--- config.mk ---
export PLATFORM = sky130hd
export DESIGN_NAME = datapath_unit_flat
export DESIGN_NICKNAME = d
export VERILOG_FILES = /design/src/rtl/datapath_unit_if.sv /design/src/rtl/datapath_unit.sv /design/src/flat_wrapper.sv
export SDC_FILE = /design/constraint.sdc
export NUM_CORES = 1
export LEC_CHECK = 0
export BUFFER_PORTS_ARGS = -buffer_cell sky130_fd_sc_hd__buf_2
export CAP_MARGIN = 5
export CORE_MARGIN = 2
export CORE_UTILIZATION = 52
export CTS_CLUSTER_DIAMETER = 50
export DETAILED_ROUTE_END_ITERATION = 12
export PLACE_DENSITY = 0.89
export SYNTH_ARGS = -nofsm -noshare
export SYNTH_HDL_FRONTEND = slang
export SYNTH_SLANG_ARGS = --single-unit
--- constraint.sdc ---
create_clock -name clk -period 3.2 [get_ports clk]
set_input_delay 0.16 -clock clk [delete_from_list [all_inputs] [get_ports clk]]
set_output_delay 0.16 -clock clk [all_outputs]
set_load 0.1 [all_outputs]
--- src/rtl/datapath_unit_if.sv ---
// datapath_unit_if: control inputs and status outputs of the datapath unit
interface datapath_unit_if;
  logic        WE;
  logic        ALUorM;
  logic [2:0]  ALUCntr;
  logic        ALUSrc2;
  logic [1:0]  RDst3;
  logic [1:0]  RSrc1;
  logic [7:0]  Src2;
  logic [3:0]  ALUFlags;
  logic [7:0]  Result;
  logic [31:0] RegView;
  modport master (
    output WE, ALUorM, ALUCntr, ALUSrc2, RDst3, RSrc1, Src2,
    input  ALUFlags, Result, RegView
  );
  modport slave (
    input  WE, ALUorM, ALUCntr, ALUSrc2, RDst3, RSrc1, Src2,
    output ALUFlags, Result, RegView
  );
endinterface

--- src/rtl/datapath_unit.sv ---
// datapath_unit: 4x8 register file, 8-bit ALU with NZCV flags and a 16x8 constant lookup table
module datapath_unit (
  input  logic            clk,
  input  logic            reset,
  datapath_unit_if.slave  bus
);
  logic [7:0] r_q [4];
  logic [7:0] r_d [4];
  logic [7:0] result_q, result_d;
  logic [3:0] flags_q, flags_d;
  logic [7:0] a, b, y, mem, wb;
  logic [2:0] sh;
  logic [8:0] sum, dif, shl, shr;
  logic       c, v;
  always_comb begin
    a   = r_q[bus.RSrc1];
    b   = bus.ALUSrc2 ? bus.Src2 : r_q[bus.Src2[1:0]];
    sh  = b[2:0];
    sum = {1'b0, a} + {1'b0, b};
    dif = {1'b0, a} - {1'b0, b};
    shl = {1'b0, a} << sh;
    shr = {a, 1'b0} >> sh;
    y   = 8'h00;
    c   = 1'b0;
    v   = 1'b0;
    case (bus.ALUCntr)
      3'b000: begin
        y = sum[7:0];
        c = sum[8];
        v = (a[7] == b[7]) && (y[7] != a[7]);
      end
      3'b001: begin
        y = dif[7:0];
        c = ~dif[8];
        v = (a[7] != b[7]) && (y[7] != a[7]);
      end
      3'b010: y = a & b;
      3'b011: y = a | b;
      3'b100: y = a ^ b;
      3'b101: y = b;
      3'b110: begin
        y = shl[7:0];
        c = shl[8];
      end
      default: begin
        y = shr[8:1];
        c = shr[0];
      end
    endcase
    mem      = {y[3:0], ~y[3:0]};
    wb       = bus.ALUorM ? mem : y;
    flags_d  = {y[7], y == 8'h00, c, v};
    r_d      = r_q;
    r_d[bus.RDst3] = bus.WE ? wb : r_q[bus.RDst3];
    result_d = bus.WE ? wb : result_q;
  end
  always_ff @(posedge clk) begin
    if (reset) begin
      r_q      <= '{default: 8'h00};
      result_q <= 8'h00;
      flags_q  <= 4'h0;
    end else begin
      r_q      <= r_d;
      result_q <= result_d;
      flags_q  <= flags_d;
    end
  end
  assign bus.ALUFlags = flags_q;
  assign bus.Result   = result_q;
  assign bus.RegView  = {r_q[3], r_q[2], r_q[1], r_q[0]};
endmodule

--- src/flat_wrapper.sv ---
// flat-port wrapper written by rule: the top's interface ports become plain ports
module datapath_unit_flat 
  (clk, reset, bus_WE, bus_ALUorM, bus_ALUCntr, bus_ALUSrc2, bus_RDst3, bus_RSrc1, bus_Src2, bus_ALUFlags, bus_Result, bus_RegView);
  datapath_unit_if bus_i ();
  input  logic clk;
  input  logic reset;
  input wire logic [$bits(bus_i.WE)-1:0] bus_WE;
  input wire logic [$bits(bus_i.ALUorM)-1:0] bus_ALUorM;
  input wire logic [$bits(bus_i.ALUCntr)-1:0] bus_ALUCntr;
  input wire logic [$bits(bus_i.ALUSrc2)-1:0] bus_ALUSrc2;
  input wire logic [$bits(bus_i.RDst3)-1:0] bus_RDst3;
  input wire logic [$bits(bus_i.RSrc1)-1:0] bus_RSrc1;
  input wire logic [$bits(bus_i.Src2)-1:0] bus_Src2;
  output wire logic [$bits(bus_i.ALUFlags)-1:0] bus_ALUFlags;
  output wire logic [$bits(bus_i.Result)-1:0] bus_Result;
  output wire logic [$bits(bus_i.RegView)-1:0] bus_RegView;
  assign bus_i.WE = bus_WE;
  assign bus_i.ALUorM = bus_ALUorM;
  assign bus_i.ALUCntr = bus_ALUCntr;
  assign bus_i.ALUSrc2 = bus_ALUSrc2;
  assign bus_i.RDst3 = bus_RDst3;
  assign bus_i.RSrc1 = bus_RSrc1;
  assign bus_i.Src2 = bus_Src2;
  assign bus_ALUFlags = bus_i.ALUFlags;
  assign bus_Result = bus_i.Result;
  assign bus_RegView = bus_i.RegView;
  datapath_unit u_core (.clk(clk), .reset(reset), .bus(bus_i));
endmodule
* After elaboration in Yosys (flattened, before gate mapping) *
Index checks and enable logic that the tools add are counted.

word-level totals
  output and inout bits = 44
  flip-flop bits (word level) = 44

operators by class
  order comparisons = 4
  multiplexer cells = 18
  add/sub/neg operators = 2
  shift-type cells = 2
  reductions and logical operators = 6
  equal/unequal tests = 10
  bitwise gates (word level) = 8

operators by type and width
  operator              number
  $mux W8               10
  $pmux W8 S7           1
  $bmux W8 S2           3
  $bwmux W32            1
  $demux W8 S2          1
  $add A8 B8 Y9         1
  $eq A3 B3 Y1 const B  3
  $ge A3 B3 Y1 const B  3
  $not A2 Y3            3
  $shl A8 B3 Y9         1
  $shr A9 B3 Y9         1
  $sub A8 B8 Y9         1
  $and A8 B8 Y8         1
  $logic_not A8 Y1      1
  $or A8 B8 Y8          1
  $xor A8 B8 Y8         1
  $eq A3 B2 Y1 const B  2
  $not A4 Y4            1
  $pmux W1 S4           1
  $reduce_or A4 Y1      1
  $eq A3 B1 Y1 const B  1
  $logic_and A1 B1 Y1   3
  $logic_not A3 Y1      1
  $lt A3 B1 Y1 const B  1
  4 further kinds       6

* Longest topological paths before layout *
  depth after elaboration = 11
  mapped depth = 16
  mapped depth without buffers = 15

* Worst setup path before layout *
OpenSTA, ideal clock, no wires.

  path type = reg2reg
  from = reg u_core.r_q, in the netlist u_core.bus.RegView[16]
  to = reg u_core.flags_q[2], in the netlist u_core.bus.ALUFlags[2]
  path slack = -1174 ps
  cell stages (with the launch flop) = 16
  required time = 3108 ps
  data arrival time = 4282 ps
  period minus slack after synthesis = 4374 ps
  path buffers = 1
  cell sequence = dfxtp_1 -> mux2i_1 -> nor3_2 -> nor2_4 -> inv_1 -> clkbuf_1 -> ha_1 -> inv_1 -> fa_1 -> o21ba_2 -> o21ai_0 -> o221ai_1 -> a221oi_1 -> o211a_1 -> or3b_2 -> nor4_1

on the way
  longest elaborated chain between the ends = 7

ends and longest elaborated chain
  what                                         RTL line             RTL
  start: declaration                           datapath_unit.sv:7   logic [7:0] r_q [4];
  start signal: assignment                     datapath_unit.sv:63  r_q <= r_d;
  $bmux W8 S2                                  datapath_unit.sv:17  b = bus.ALUSrc2 ? bus.Src2 : r_q[bus.Src2[1:0]];
  $mux W8 (implied by the code) (2 in a row)   datapath_unit.sv:17
  $mux W8                                      datapath_unit.sv:17
  $sub A8 B8 Y9, or another cell as far along  datapath_unit.sv:20  dif = {1'b0, a} - {1'b0, b};
  $pmux W8 S7 (*)                              datapath_unit.sv:26  case (bus.ALUCntr)
  $logic_not A8 Y1 (*)                         datapath_unit.sv:52  flags_d = {y[7], y == 8'h00, c, v};
  end signal: assignment                       datapath_unit.sv:65  flags_q <= flags_d;
  end: declaration                             datapath_unit.sv:10  logic [3:0] flags_q, flags_d;

Mark *: on every way between the ends. The rest lies on a longest branch, timed or not. The select of a mux whose other input is x is not followed.
A chain may end at the register's enable or synchronous reset.

* Final worst setup path *
  from = reg u_core.r_q, in the netlist u_core.bus.RegView[26]
  to = reg u_core.r_q, in the netlist u_core.bus.RegView[22]

on the way
  longest elaborated chain between the ends = 9

ends and longest elaborated chain
  what                                         RTL line             RTL
  $bmux W8 S2                                  datapath_unit.sv:17
  $mux W8 (implied by the code) (2 in a row)   datapath_unit.sv:17
  $mux W8                                      datapath_unit.sv:17
  $sub A8 B8 Y9, or another cell as far along  datapath_unit.sv:20
  $pmux W8 S7 (*)                              datapath_unit.sv:26
  $mux W8 (*)                                  datapath_unit.sv:51  wb = bus.ALUorM ? mem : y;
  $mux W8 (*)                                  datapath_unit.sv:54  r_d[bus.RDst3] = bus.WE ? wb : r_q[bus.RDst3];
  $bwmux W32 (*)                               datapath_unit.sv:54

Marked as above.

==> results.md <==
* Outcome: finished with violations
* Violated checks: setup timing
* DP Worst Slack at -0.3945 ns
* Crit-path max FO at 4
* Power share of the sequential group at roughly 28%
* Static Leakage at around 2.5 nW
* Reg2Reg Launch Point: u_core.bus.RegView[26]
* Initial antenna violation count at 0
* Total Routed Length at 16.82 mm
* Worst hold-check slack at 0.2934 ns
* Drt pass-1 iters at 5
* #FFs+latches synth at 44
* Vias in the first global route at 4,860
* Logic pwr share at between 50% and 60%
* Startpoint Class: flip-flop
* Slowest CP cell: mux4_2
* Cell Area, Placed at 5226 sq um
* Post-layout util at 79.93%
* Fraction of power spent switching nets at 43.91%
* Max incr delay on CP at 0.52 ns
* ANT cells at 0
* Final net count at 679
* Placed Cells incl. Taps at 707
* Die Wd at 91.61 um
* Fin area at around 5900 sq um
* Port bufs at 63
* Total GRT Usage at 38.14%
* Number of max-cap violations at 0
* Seq/Total Area, Yosys at between 20% and 30%
* IO Pins at 64
* Starting Density at 54.45%
* Yosys cell types at 75
* Ys Warns at 0
* Post-Syn Nets at 519
* Worst slew pin tran at roughly 0.76 ns
* Internal power at 1.191 mW
* CTS root buf: clkbuf_8
* Post-synth top area share at 22.07%
* Setup Skew at roughly 0.0054 ns
* R2R Setup Slk at -0.14 ns
* Setup violations, final at 16
* Worst EP arrival at 3.53 ns
* Avg Inst Size Synth at 8.456 sq um
* CTS tree: yes
* H-Tree Depth at 2
* Sum Neg Setup Slack at -0.8647 ns
* Iter 0 DRT Violations at 643
* Max Freq at 0.2994 GHz
* Pwr/cell area at 362.5 nW/um^2
* Cell Count, Final, Fillers Out at 732
* Final-report max-slew violation count at 0
* DR DRC count at 0
* Most used cell, CP: o21ai_4
* Max_slew headroom at about half
* Worst Setup End Kind: flip-flop
* CP Launch Point: u_core.bus.RegView[26]
* Clock network fraction of total power at 19.2%
* Synth area leader: dfxtp_1
* Detailed placer's ending HPWL at 11.71 mm
* Area of the die at about 8400 sq um
* Worst skew pair latency at ~0.31 ns
* Setup CP Type: reg -> reg
* Total CTS buffers at 5
* Share of post-route cells with drive strength above 1 at 49.45%
* Vias per Instance at between 6 and 7
* Clk buf depth at 2
* Clock transition at path regs at 0.09 ns
* Via Count at 4,989
* Worst EP required at 3.39 ns
* Crit-path cells: mux4_2 > o21ai_4 > inv_2 > ha_2 > o21ba_4 > o21ai_4 > a221oi_4 > mux2i_1 > o311ai_1 > nor4_1 > buf_4 > nand2_4 > a32o_1
* Most used DFF post-synth: dfxtp_1
* Die height at 91.61 um
* Final antenna-violating net count at 0
* Largest net degree at the start of global routing at 37
* Synth area leaders: dfxtp_1 (22%), ha_1 (7.8%), mux4_2 (4.5%)
* Area Growth Syn to Fin at 46.80%
* Post-Syn Area at ~4000 sq um
* PnR worst setup slack at -0.1395 ns
* Psw at just over 0.9 mW
* Cells after Synth at 472
* Drt wl/cell at 22.97 um
* Num rows at 31
* Placer congestion estimate at 1.050
* Hold path start: bus_WE
* Layout filler cell count at 456
* Final period utilization at 104.4%
* Total gr overflow at 0
* Tmin final at 3.339 ns
* Post-synth EDFFs at 0
* Final hold violations at 0
* VDD IR max at 420.4 uV
* First-pass GRT wire length at ~26 mm
* RSZ-0062 raised after global routing: true
* Core Box Area at 7331 sq um
* Hold crit path type: in -> reg
* Clk sinks at 44
* Post-synthesis async set-or-reset flop share at 0%
* Tot Pwr at 2.124 mW
==> cells in the mapped netlist, types with 3 or more instances <==
cell type and instances:
or3_1 6, o2111ai_1 3, mux2i_1 17, o32ai_1 3, a211oi_1 22, dfxtp_1 44
a31oi_1 7, nand2b_1 8, and3_1 3, a21oi_1 26, o31a_1 3, buf_6 3
nor3b_1 3, buf_1 3, xnor2_1 9, mux4_1 5, a22o_1 4, ha_1 25
clkbuf_1 21, nor2_1 42, buf_2 4, a21o_1 5, a32o_1 13, a221o_1 3
o22ai_1 6, a221oi_1 4, nand2_1 27, mux2_2 4, nand3_1 16, nor2b_1 13
o21ai_0 14, mux4_2 8, nor3_1 13, inv_1 23, o211ai_1 6, nor4_1 4
o221ai_1 5
==> power by group through the flow <==
| stage | sequential (mW) | clock [mW] | combinational, mW |
|---|---|---|---|
| 4_1_cts | 0.595 | 0.404 | 1.00 |
| 6_report | 0.598 | 0.408 | 1.12 |
| 3_5_place_dp | 0.607 | 0 | 0.931 |
| 2_1_floorplan | 0.830 | 0 | 0.407 |
| 3_3_place_gp | 0.603 | 0 | 0.912 |
| 5_1_grt | 0.600 | 0.430 | 1.16 |
==> path summary, 6_finish.rpt <==
kind         depth (start not counted)                     end
min                                  2    u_core.bus.Result[1]
max reg2reg                         13  u_core.bus.RegView[22]
max                                 13  u_core.bus.RegView[22]
min reg2reg                          2    u_core.bus.Result[0]
==> layout make-up <==
class                   count  area [sq um]  share of cell area [%]
clock buffers               6         93.84                   1.602
clock inverters             2         11.26                  0.1922
inverters                  26         105.1                   1.794
multi-input cells         371          3323                   56.72
flip-flops and latches     44         950.9                   16.23
well taps                  99         123.9                   2.114
repair buffers            184          1251                   21.35
==> cell families after synthesis <==
kind of cell / synth area share, %
AO/OA/AOI/OAI: 28.03
XOR/XNOR: 2.414
adder cells (fa/ha/maj): 8.840
buffers and inverters: 6.050
flip-flops: 22.07
multiplexers: 13.86
AND/OR/NAND/NOR: 18.75
==> flip-flops by register name (all words and copies together), names as in the netlist <==
register             flops
u_core.bus.ALUFlags      4
u_core.bus.RegView      32
u_core.bus.Result        8
==> placed cells by master, fill, tap and decap left out, types with 8 or more instances in the layout <==
master	n
o21ai_0	11
a211oi_1	12
a211oi_2	10
buf_2	63
ha_1	16
mux2i_1	15
buf_4	116
dfxtp_4	16
nand3_1	15
dfxtp_1	20
a21oi_1	18
dfxtp_2	8
mux4_2	10
nor2_1	41
nor3_1	11
nor2b_1	10
nand2_1	25
inv_1	15
a32o_1	13
==> critical path, delay by kind of cell (launching register included) <==
kind / cells / cell delay, ns
flops: 1 / 0.36
simple gates: 2 / 0.36
compound gates: 6 / 1.28
mux: 2 / 0.76
buf+inv: 2 / 0.29
fa+ha+maj: 1 / 0.20
==> metal layers <==
layer	GRT usage, %	vias to the layer above	wire length, um	part of all wire (%)
li1	-	2118	-	-
met1	48.45	2351	6148	37
met2	64.09	422	8163	49
met3	5.423	98	1645	9.8
met4	17.17	0	858	5.1
met5	0	-	0	0
==> timing repair <==
item	4_1_cts	5_1_grt
endpoints found under the hold margin	0	0
pin swaps	15	25
hold buffers	0	0
setup buffers	6	12
gates resized for setup	41	46
endpoints found under the setup margin	30	35
Power figures use the tool's default switching activity.
